[src/rtl/axis_video_pkg.sv]
// Shared AXI4-Stream video definitions: tuser flag positions, generator FSM
// states and line geometry helpers used by the pattern source, x_trim and benches.
package axis_video_pkg;

  localparam int TUSER_SOF = 0;
  localparam int TUSER_EOF = 1;
  localparam int TUSER_SOL = 2;
  localparam int TUSER_EOL = 3;

  localparam int TDATA_W      = 64;
  localparam int TUSER_W      = 4;
  localparam int BEAT_W       = 13;
  localparam int LINE_BYTES_W = 16;

  typedef enum logic [1:0] {
    S_IDLE = 2'd0,
    S_LINE = 2'd1,
    S_GAP  = 2'd2
  } state_t;

  // Unsupported pixel widths fall back to one byte per pixel.
  function automatic logic [2:0] norm_pixel_width(input logic [2:0] pw);
    case (pw)
      3'd2:    return 3'd2;
      3'd4:    return 3'd4;
      default: return 3'd1;
    endcase
  endfunction

  function automatic logic [LINE_BYTES_W-1:0] line_byte_count(input logic [12:0] x_size,
                                                              input logic [2:0]  pw);
    case (norm_pixel_width(pw))
      3'd4:    return {1'b0, x_size, 2'b00};
      3'd2:    return {2'b00, x_size, 1'b0};
      default: return {3'b000, x_size};
    endcase
  endfunction

  function automatic logic [BEAT_W-1:0] beat_count(input logic [12:0] x_size,
                                                   input logic [2:0]  pw);
    return BEAT_W'((line_byte_count(x_size, pw) + 16'd7) >> 3);
  endfunction

endpackage

[src/rtl/axis_frame_pattern_gen_if.sv]
// AXI4-Stream video bus carrying 64-bit pixel beats with SOF/EOF/SOL/EOL on tuser.
interface axis_frame_pattern_gen_if;
  import axis_video_pkg::*;

  logic               tvalid;
  logic               tready;
  logic [TUSER_W-1:0] tuser;
  logic               tlast;
  logic [TDATA_W-1:0] tdata;

  modport master (output tvalid, tuser, tlast, tdata, input tready);
  modport slave  (input tvalid, tuser, tlast, tdata, output tready);

endinterface

[src/rtl/pattern_beat_builder.sv]
// Combinational byte-ramp beat: byte i = base + seed + i for the valid lanes,
// zero in the unused upper lanes of a partial last beat.
module pattern_beat_builder
  import axis_video_pkg::*;
(
  input  logic [7:0]         byte_base,
  input  logic [7:0]         seed,
  input  logic [3:0]         valid_bytes,
  output logic [TDATA_W-1:0] beat
);

  always_comb begin
    beat = '0;
    for (int i = 0; i < TDATA_W / 8; i++) begin
      if (4'(i) < valid_bytes) begin
        beat[i*8 +: 8] = byte_base + seed + 8'(i);
      end
    end
  end

endmodule

[src/rtl/axis_frame_pattern_gen.sv]
// AXI4-Stream frame source: emits y_size lines of byte-ramp beats with frame and
// line markers, honouring tready backpressure and a programmable inter-line gap.
module axis_frame_pattern_gen
  import axis_video_pkg::*;
#(
  parameter  int MAX_X_SIZE = 8191,
  parameter  int MAX_Y_SIZE = 4095,
  parameter  int GAP_WIDTH  = 16,
  localparam int XW = $clog2(MAX_X_SIZE + 1),
  localparam int YW = $clog2(MAX_Y_SIZE + 1)
) (
  input  logic                 aclk,
  input  logic                 aclk_reset_n,
  input  logic                 aclk_start,
  input  logic [2:0]           aclk_pixel_width,
  input  logic [XW-1:0]        aclk_x_size,
  input  logic [YW-1:0]        aclk_y_size,
  input  logic [GAP_WIDTH-1:0] aclk_line_gap,
  input  logic                 aclk_row_seed_en,
  output logic                 aclk_busy,
  output logic                 aclk_frame_done,
  output logic [15:0]          aclk_frame_cnt,
  axis_frame_pattern_gen_if.master axis
);

  state_t                  state_q, state_d;
  logic [LINE_BYTES_W-1:0] line_bytes_q, line_bytes_d;
  logic [BEAT_W-1:0]       beats_q, beats_d, beat_q, beat_d;
  logic [YW-1:0]           y_q, y_d, row_q, row_d;
  logic [GAP_WIDTH-1:0]    gap_q, gap_d, gap_cnt_q, gap_cnt_d;
  logic                    seed_en_q, seed_en_d;
  logic                    done_d;
  logic [15:0]             cnt_d;
  logic                    handshake, last_beat, last_row;

  logic [LINE_BYTES_W-1:0] byte_offset_d, remaining_d;
  logic [3:0]              valid_bytes_d;
  logic [7:0]              seed_d;
  logic [TDATA_W-1:0]      beat_data_d;
  logic [TUSER_W-1:0]      tuser_d;
  logic                    tlast_d, next_last_beat, next_last_row;

  logic                    tvalid_q, tlast_q;
  logic [TUSER_W-1:0]      tuser_q;
  logic [TDATA_W-1:0]      tdata_q;

  // Next-state logic; the frame geometry is captured only when a start is taken in idle.
  always_comb begin
    state_d      = state_q;
    beat_d       = beat_q;
    row_d        = row_q;
    gap_cnt_d    = gap_cnt_q;
    line_bytes_d = line_bytes_q;
    beats_d      = beats_q;
    y_d          = y_q;
    gap_d        = gap_q;
    seed_en_d    = seed_en_q;
    done_d       = 1'b0;
    cnt_d        = aclk_frame_cnt;
    handshake    = tvalid_q && axis.tready;
    last_beat    = (beat_q == beats_q - BEAT_W'(1));
    last_row     = (row_q == y_q - YW'(1));

    case (state_q)
      S_IDLE: begin
        if (aclk_start) begin
          line_bytes_d = line_byte_count(aclk_x_size, aclk_pixel_width);
          beats_d      = beat_count(aclk_x_size, aclk_pixel_width);
          y_d          = aclk_y_size;
          gap_d        = aclk_line_gap;
          seed_en_d    = aclk_row_seed_en;
          beat_d       = '0;
          row_d        = '0;
          if (aclk_x_size == '0 || aclk_y_size == '0) begin
            done_d = 1'b1;
          end else begin
            state_d = S_LINE;
          end
        end
      end
      S_LINE: begin
        if (handshake) begin
          if (!last_beat) begin
            beat_d = beat_q + BEAT_W'(1);
          end else if (last_row) begin
            state_d = S_IDLE;
            done_d  = 1'b1;
            cnt_d   = aclk_frame_cnt + 16'd1;
          end else if (gap_q == '0) begin
            row_d  = row_q + YW'(1);
            beat_d = '0;
          end else begin
            state_d   = S_GAP;
            gap_cnt_d = gap_q - GAP_WIDTH'(1);
          end
        end
      end
      S_GAP: begin
        if (gap_cnt_q == '0) begin
          state_d = S_LINE;
          row_d   = row_q + YW'(1);
          beat_d  = '0;
        end else begin
          gap_cnt_d = gap_cnt_q - GAP_WIDTH'(1);
        end
      end
      default: state_d = S_IDLE;
    endcase
  end

  // The beat is built from next-state values so the bus outputs can be registered
  // and still move one beat per cycle; while stalled the inputs do not change.
  always_comb begin
    byte_offset_d  = {beat_d, 3'b000};
    remaining_d    = line_bytes_d - byte_offset_d;
    valid_bytes_d  = (remaining_d >= 16'd8) ? 4'd8 : remaining_d[3:0];
    seed_d         = seed_en_d ? row_d[7:0] : 8'd0;
    next_last_beat = (beat_d == beats_d - BEAT_W'(1));
    next_last_row  = (row_d == y_d - YW'(1));
    tuser_d            = '0;
    tuser_d[TUSER_SOF] = (beat_d == '0) && (row_d == '0);
    tuser_d[TUSER_SOL] = (beat_d == '0) && (row_d != '0);
    tuser_d[TUSER_EOF] = next_last_beat && next_last_row;
    tuser_d[TUSER_EOL] = next_last_beat && !next_last_row;
    tlast_d            = next_last_beat;
  end

  pattern_beat_builder u_beat_builder (
    .byte_base   (byte_offset_d[7:0]),
    .seed        (seed_d),
    .valid_bytes (valid_bytes_d),
    .beat        (beat_data_d)
  );

  always_ff @(posedge aclk or negedge aclk_reset_n) begin
    if (!aclk_reset_n) begin
      state_q         <= S_IDLE;
      beat_q          <= '0;
      row_q           <= '0;
      gap_cnt_q       <= '0;
      line_bytes_q    <= '0;
      beats_q         <= '0;
      y_q             <= '0;
      gap_q           <= '0;
      seed_en_q       <= 1'b0;
      tvalid_q        <= 1'b0;
      tdata_q         <= '0;
      tuser_q         <= '0;
      tlast_q         <= 1'b0;
      aclk_busy       <= 1'b0;
      aclk_frame_done <= 1'b0;
      aclk_frame_cnt  <= '0;
    end else begin
      state_q         <= state_d;
      beat_q          <= beat_d;
      row_q           <= row_d;
      gap_cnt_q       <= gap_cnt_d;
      line_bytes_q    <= line_bytes_d;
      beats_q         <= beats_d;
      y_q             <= y_d;
      gap_q           <= gap_d;
      seed_en_q       <= seed_en_d;
      tvalid_q        <= (state_d == S_LINE);
      tdata_q         <= (state_d == S_LINE) ? beat_data_d : '0;
      tuser_q         <= (state_d == S_LINE) ? tuser_d : '0;
      tlast_q         <= (state_d == S_LINE) && tlast_d;
      aclk_busy       <= (state_d != S_IDLE);
      aclk_frame_done <= done_d;
      aclk_frame_cnt  <= cnt_d;
    end
  end

  assign axis.tvalid = tvalid_q;
  assign axis.tdata  = tdata_q;
  assign axis.tuser  = tuser_q;
  assign axis.tlast  = tlast_q;

endmodule

[src/flat_wrapper.sv]
// flat-port wrapper written by rule: the top's interface ports become plain ports
module axis_frame_pattern_gen_flat import axis_video_pkg::*;
#(
  parameter  int MAX_X_SIZE = 8191,
  parameter  int MAX_Y_SIZE = 4095,
  parameter  int GAP_WIDTH  = 16,
  localparam int XW = $clog2(MAX_X_SIZE + 1),
  localparam int YW = $clog2(MAX_Y_SIZE + 1)
)
  (aclk, aclk_reset_n, aclk_start, aclk_pixel_width, aclk_x_size, aclk_y_size, aclk_line_gap, aclk_row_seed_en, aclk_busy, aclk_frame_done, aclk_frame_cnt, axis_tvalid, axis_tuser, axis_tlast, axis_tdata, axis_tready);
  axis_frame_pattern_gen_if axis_i ();
  input  logic aclk;
  input  logic aclk_reset_n;
  input  logic aclk_start;
  input  logic [2:0] aclk_pixel_width;
  input  logic [XW-1:0] aclk_x_size;
  input  logic [YW-1:0] aclk_y_size;
  input  logic [GAP_WIDTH-1:0] aclk_line_gap;
  input  logic aclk_row_seed_en;
  output logic aclk_busy;
  output logic aclk_frame_done;
  output logic [15:0] aclk_frame_cnt;
  output wire logic [$bits(axis_i.tvalid)-1:0] axis_tvalid;
  output wire logic [$bits(axis_i.tuser)-1:0] axis_tuser;
  output wire logic [$bits(axis_i.tlast)-1:0] axis_tlast;
  output wire logic [$bits(axis_i.tdata)-1:0] axis_tdata;
  input wire logic [$bits(axis_i.tready)-1:0] axis_tready;
  assign axis_tvalid = axis_i.tvalid;
  assign axis_tuser = axis_i.tuser;
  assign axis_tlast = axis_i.tlast;
  assign axis_tdata = axis_i.tdata;
  assign axis_i.tready = axis_tready;
  axis_frame_pattern_gen #(.MAX_X_SIZE(MAX_X_SIZE), .MAX_Y_SIZE(MAX_Y_SIZE), .GAP_WIDTH(GAP_WIDTH)) u_core (.aclk(aclk), .aclk_reset_n(aclk_reset_n), .aclk_start(aclk_start), .aclk_pixel_width(aclk_pixel_width), .aclk_x_size(aclk_x_size), .aclk_y_size(aclk_y_size), .aclk_line_gap(aclk_line_gap), .aclk_row_seed_en(aclk_row_seed_en), .aclk_busy(aclk_busy), .aclk_frame_done(aclk_frame_done), .aclk_frame_cnt(aclk_frame_cnt), .axis(axis_i));
endmodule
[config.mk]
export PLATFORM = sky130hd
export DESIGN_NAME = axis_frame_pattern_gen_flat
export DESIGN_NICKNAME = d
export VERILOG_FILES = /design/src/rtl/axis_video_pkg.sv /design/src/rtl/axis_frame_pattern_gen_if.sv /design/src/rtl/pattern_beat_builder.sv /design/src/rtl/axis_frame_pattern_gen.sv /design/src/flat_wrapper.sv
export SDC_FILE = /design/constraint.sdc
export NUM_CORES = 1
export LEC_CHECK = 0
export ABC_AREA = 1
export BUFFER_PORTS_ARGS = -buffer_cell sky130_fd_sc_hd__buf_2
export CORE_MARGIN = 1.5
export CORE_UTILIZATION = 30
export DETAILED_ROUTE_END_ITERATION = 10
export PLACE_DENSITY = 0.53
export SYNTH_ARGS = -nofsm -noshare
export SYNTH_HDL_FRONTEND = slang
export SYNTH_SLANG_ARGS = --single-unit
[constraint.sdc]
create_clock -name aclk -period 9.95 [get_ports aclk]
set_input_delay 0.995 -clock aclk [delete_from_list [all_inputs] [get_ports aclk]]
set_output_delay 0.995 -clock aclk [all_outputs]
set_load 0.01 [all_outputs]
==> key figures <==
Clock network
  • H-tree levels: 4
  • CTS Buf Count: 17
  • Clock transition at the registers of the reported paths: 0.09 ns
  • CTS sink cnt: approximately 190
  • Worst skew pair latency: 0.49 ns
  • Cts repair resizes: 0
  • CTS tree: done
  • Hold_buf cts: 0
  • Root buf cell: clkbuf_16
  • Clock Tree Buf Depth: 2
  • Setup bufs post-CTS: 0

Floorplanning
  • Effective utilization at floorplan: 30.5%
  • Core Area: between 40000 and 50000 um^2
  • Ports: 137
  • Die W: approximately 210 um
  • Rows: 75
  • Die height: 210 um
  • Die area: 44000 um^2

Worst setup path
  • CP Class: flop to flop
  • Worst EP required: roughly 10 ns
  • Critical path's most frequent cell: inv_1
  • Critical Path AT: 6.24 ns
  • Critical-path maximum fanout: 10
  • CP Capture Type: flop
  • Crit-path max cell delay: 0.72 ns
  • Startpoint class of the critical path: flop
  • Highest-delay cell along the critical path: fa_1

Logic synthesis
  • Synthesized cell area: about 13000 um^2
  • FF+latch count, synth: 189
  • Synth Net Count: around 1.9k
  • Warnings, synthesis: 0
  • Syn_area_per_cell: 7.13 um^2
  • Cells after synthesis: 1798
  • Seq/Total Area, Yosys: 36.9%
  • Synth Flop Type: dfrtp_1
  • Synth top area cells: dfrtp_1 (37%), nand2_1 (13%), inv_1 (8.3%)
  • Yosys cell types: between 60 and 70
  • Area leader, netlist: dfrtp_1
  • Yosys top cell area share: 36.9%
  • Post-synth ARST share: 100%
  • Post-synth EDFFs: 0

Timing
  • Pins over their slew limit: 0
  • Slew HR: 31.2%
  • Worst Skew: between 0.02 and 0.025 ns
  • Fin Hold WS: 0.489 ns
  • TNS Setup: 0 ns
  • RSZ-0062 raised after global routing: false
  • Final min period: 5.82 ns
  • Final hold violation count: 0
  • Worst setup margin: 4.13 ns
  • Finish-stage setup viols: 0
  • Period utilisation layout: between 50% and 60%
  • Worst-Margin Slew: 1.03 ns
  • Fmax: about 170 MHz

Detailed routing
  • Routed len/inst: 15.8 um
  • Number of vias per cell: 4.78
  • Routed Antenna Nets: 0
  • Routed WL: between 30 and 40 mm
  • DRC viols: 0
  • Initial DRT Pass Iterations: 5
  • DR iter-0 viols: 840
  • Routed vias: 11.8k

Placement
  • Dpl hpwl: 30.2 mm
  • Inst Count DP: between 2k and 2.5k
  • Pre-CTS setup slack: 4.17 ns
  • RePlAce Congestion: 0.915
  • Port bufs: roughly 140

Final layout
  • Post-Layout Cell Count: between 2k and 2.5k
  • Share of post-route cells with drive strength above 1: a little over an eighth
  • Layout Nets: 2008
  • Footprint of the multi-input gates: 6830 um^2
  • Leading cell types in the layout, fill and taps excluded: nand2_1 (454), inv_1 (284), dfrtp_1 (189)
  • Register Area: 4730 um^2
  • Filler instances: 4529
  • Layout area overhead: 14.9%
  • Commonest non-fill, non-tap cell in the layout: nand2_1

Global route
  • First-pass GRT wire length: 62.9 mm
  • Pin count of the biggest net entering global routing: 114
  • GRT Residual Overflow: 0
  • Number of global-route vias before repair: approximately 11k
  • Antenna violations before repair: 2
  • Global Route Usage Sum: 18.3%

Pwr
  • Pleak: around 7.6 nW
  • Maximum vdd drop: 0.204 mV
  • Power per cell area: 369 nW/um^2

Status
  • Run status: completed

Min path
  • Hold Crit Class: flop to flop

Flow run
  • Max_cap viols: 0
==> metal layers <==
layer	wire length [um]	vias to the layer above	track usage (%)
met2	17600	260	28.4
met1	19000	5567	26.0
li1	-	5984	-
met3	1820	35	3.17
met4	612	0	5.11
met5	0	-	0
==> per-stage QoR <==
| step | utilization [%] | total power, mW | area, um^2 |
|---|---|---|---|
| after floorplan | - | 3.72 | 12800 |
| after global placement | 33.5 | 4.68 | 14100 |
| after detailed placement | 33.5 | 4.69 | 14100 |
| after CTS | 35.0 | 5.46 | 14700 |
| after global routing | 35.0 | 5.97 | 14700 |
| final | 35.1 | 5.43 | 14700 |
==> where the power goes <==
group / internal (mW) / switching (mW)
logic: 1.12 / 2.27
registers: 1.09 / 0.213
clock network: 0.353 / 0.389
total: 2.57 / 2.87
==> final timing paths <==
kind                                                               to  slack (ns)  cells after the start                                  start
worst max register to register        u_core.axis.tdata[39]$_DFF_PN0_        4.13                     31            u_core.beats_q[0]$_DFF_PN0_
max in group asynchronous                  u_core.row_q[10]$_DFF_PN0_        7.73                      2                           aclk_reset_n
worst min-delay path            u_core.aclk_frame_cnt[15]$_DFFE_PN0P_        0.49                      1  u_core.aclk_frame_cnt[15]$_DFFE_PN0P_
worst max-delay path                  u_core.axis.tdata[39]$_DFF_PN0_        4.13                     31            u_core.beats_q[0]$_DFF_PN0_
min in group asynchronous        u_core.aclk_frame_cnt[4]$_DFFE_PN0P_        0.61                      1                           aclk_reset_n
worst min register to register  u_core.aclk_frame_cnt[15]$_DFFE_PN0P_        0.49                      1  u_core.aclk_frame_cnt[15]$_DFFE_PN0P_
==> registers in the layout, summed over array words and instances (netlist names), 2 cells and up <==
name	cells
u_core.gap_cnt_q	16
u_core.beats_q	13
u_core.y_q	12
u_core.aclk_frame_cnt	16
u_core.beat_q	13
u_core.gap_q	16
u_core.row_q	12
u_core.line_bytes_q	16
u_core.axis.tdata	64
u_core.axis.tuser	4
u_core.state_q	2
==> kinds of logic (layout without fill, tap and decap cells) <==
family                   count (synthesis)  after routing  share of synthesized area [%]
AND/OR/NAND/NOR                        883            883                           31.1
flip-flops                             189            189                           36.9
other                                    0              1                              0
AO/OA/AOI/OAI                          256            256                           11.2
buffers and inverters                  330            470                           9.96
XOR/XNOR                               106            106                           7.47
adder cells (fa/ha/maj)                 34             34                           3.43
==> worst max-delay path: cells and delay by family (launching register included) <==
family          cells  cell delay, ns
buf+inv             8            0.88
compound gates      2            0.40
simple gates       18            2.94
fa+ha+maj           3            1.14
flops               1            0.38
==> Yosys cell counts, drive strengths merged (31+ instances only) <==
cell	n
xor2	74
o21ai	143
inv	292
nand2	474
nor2	193
nand4	31
xnor2	32
nor3	33
ha	32
a21oi	60
dfrtp	189
nand3	108
==> layout make-up <==
| cell class | instances | share of cell area, % |
|---|---|---|
| diodes | 1 | 0.0170 |
| clock buffers | 17 | 2.89 |
| repair buffers | 143 | 5.03 |
| well taps | 539 | 4.58 |
| clock inverters | 15 | 1.52 |
| inverters | 295 | 7.51 |
| flip-flops and latches | 189 | 32.1 |
| multi-input cells | 1279 | 46.4 |
Note: power is estimated with default switching activity, not from simulation.
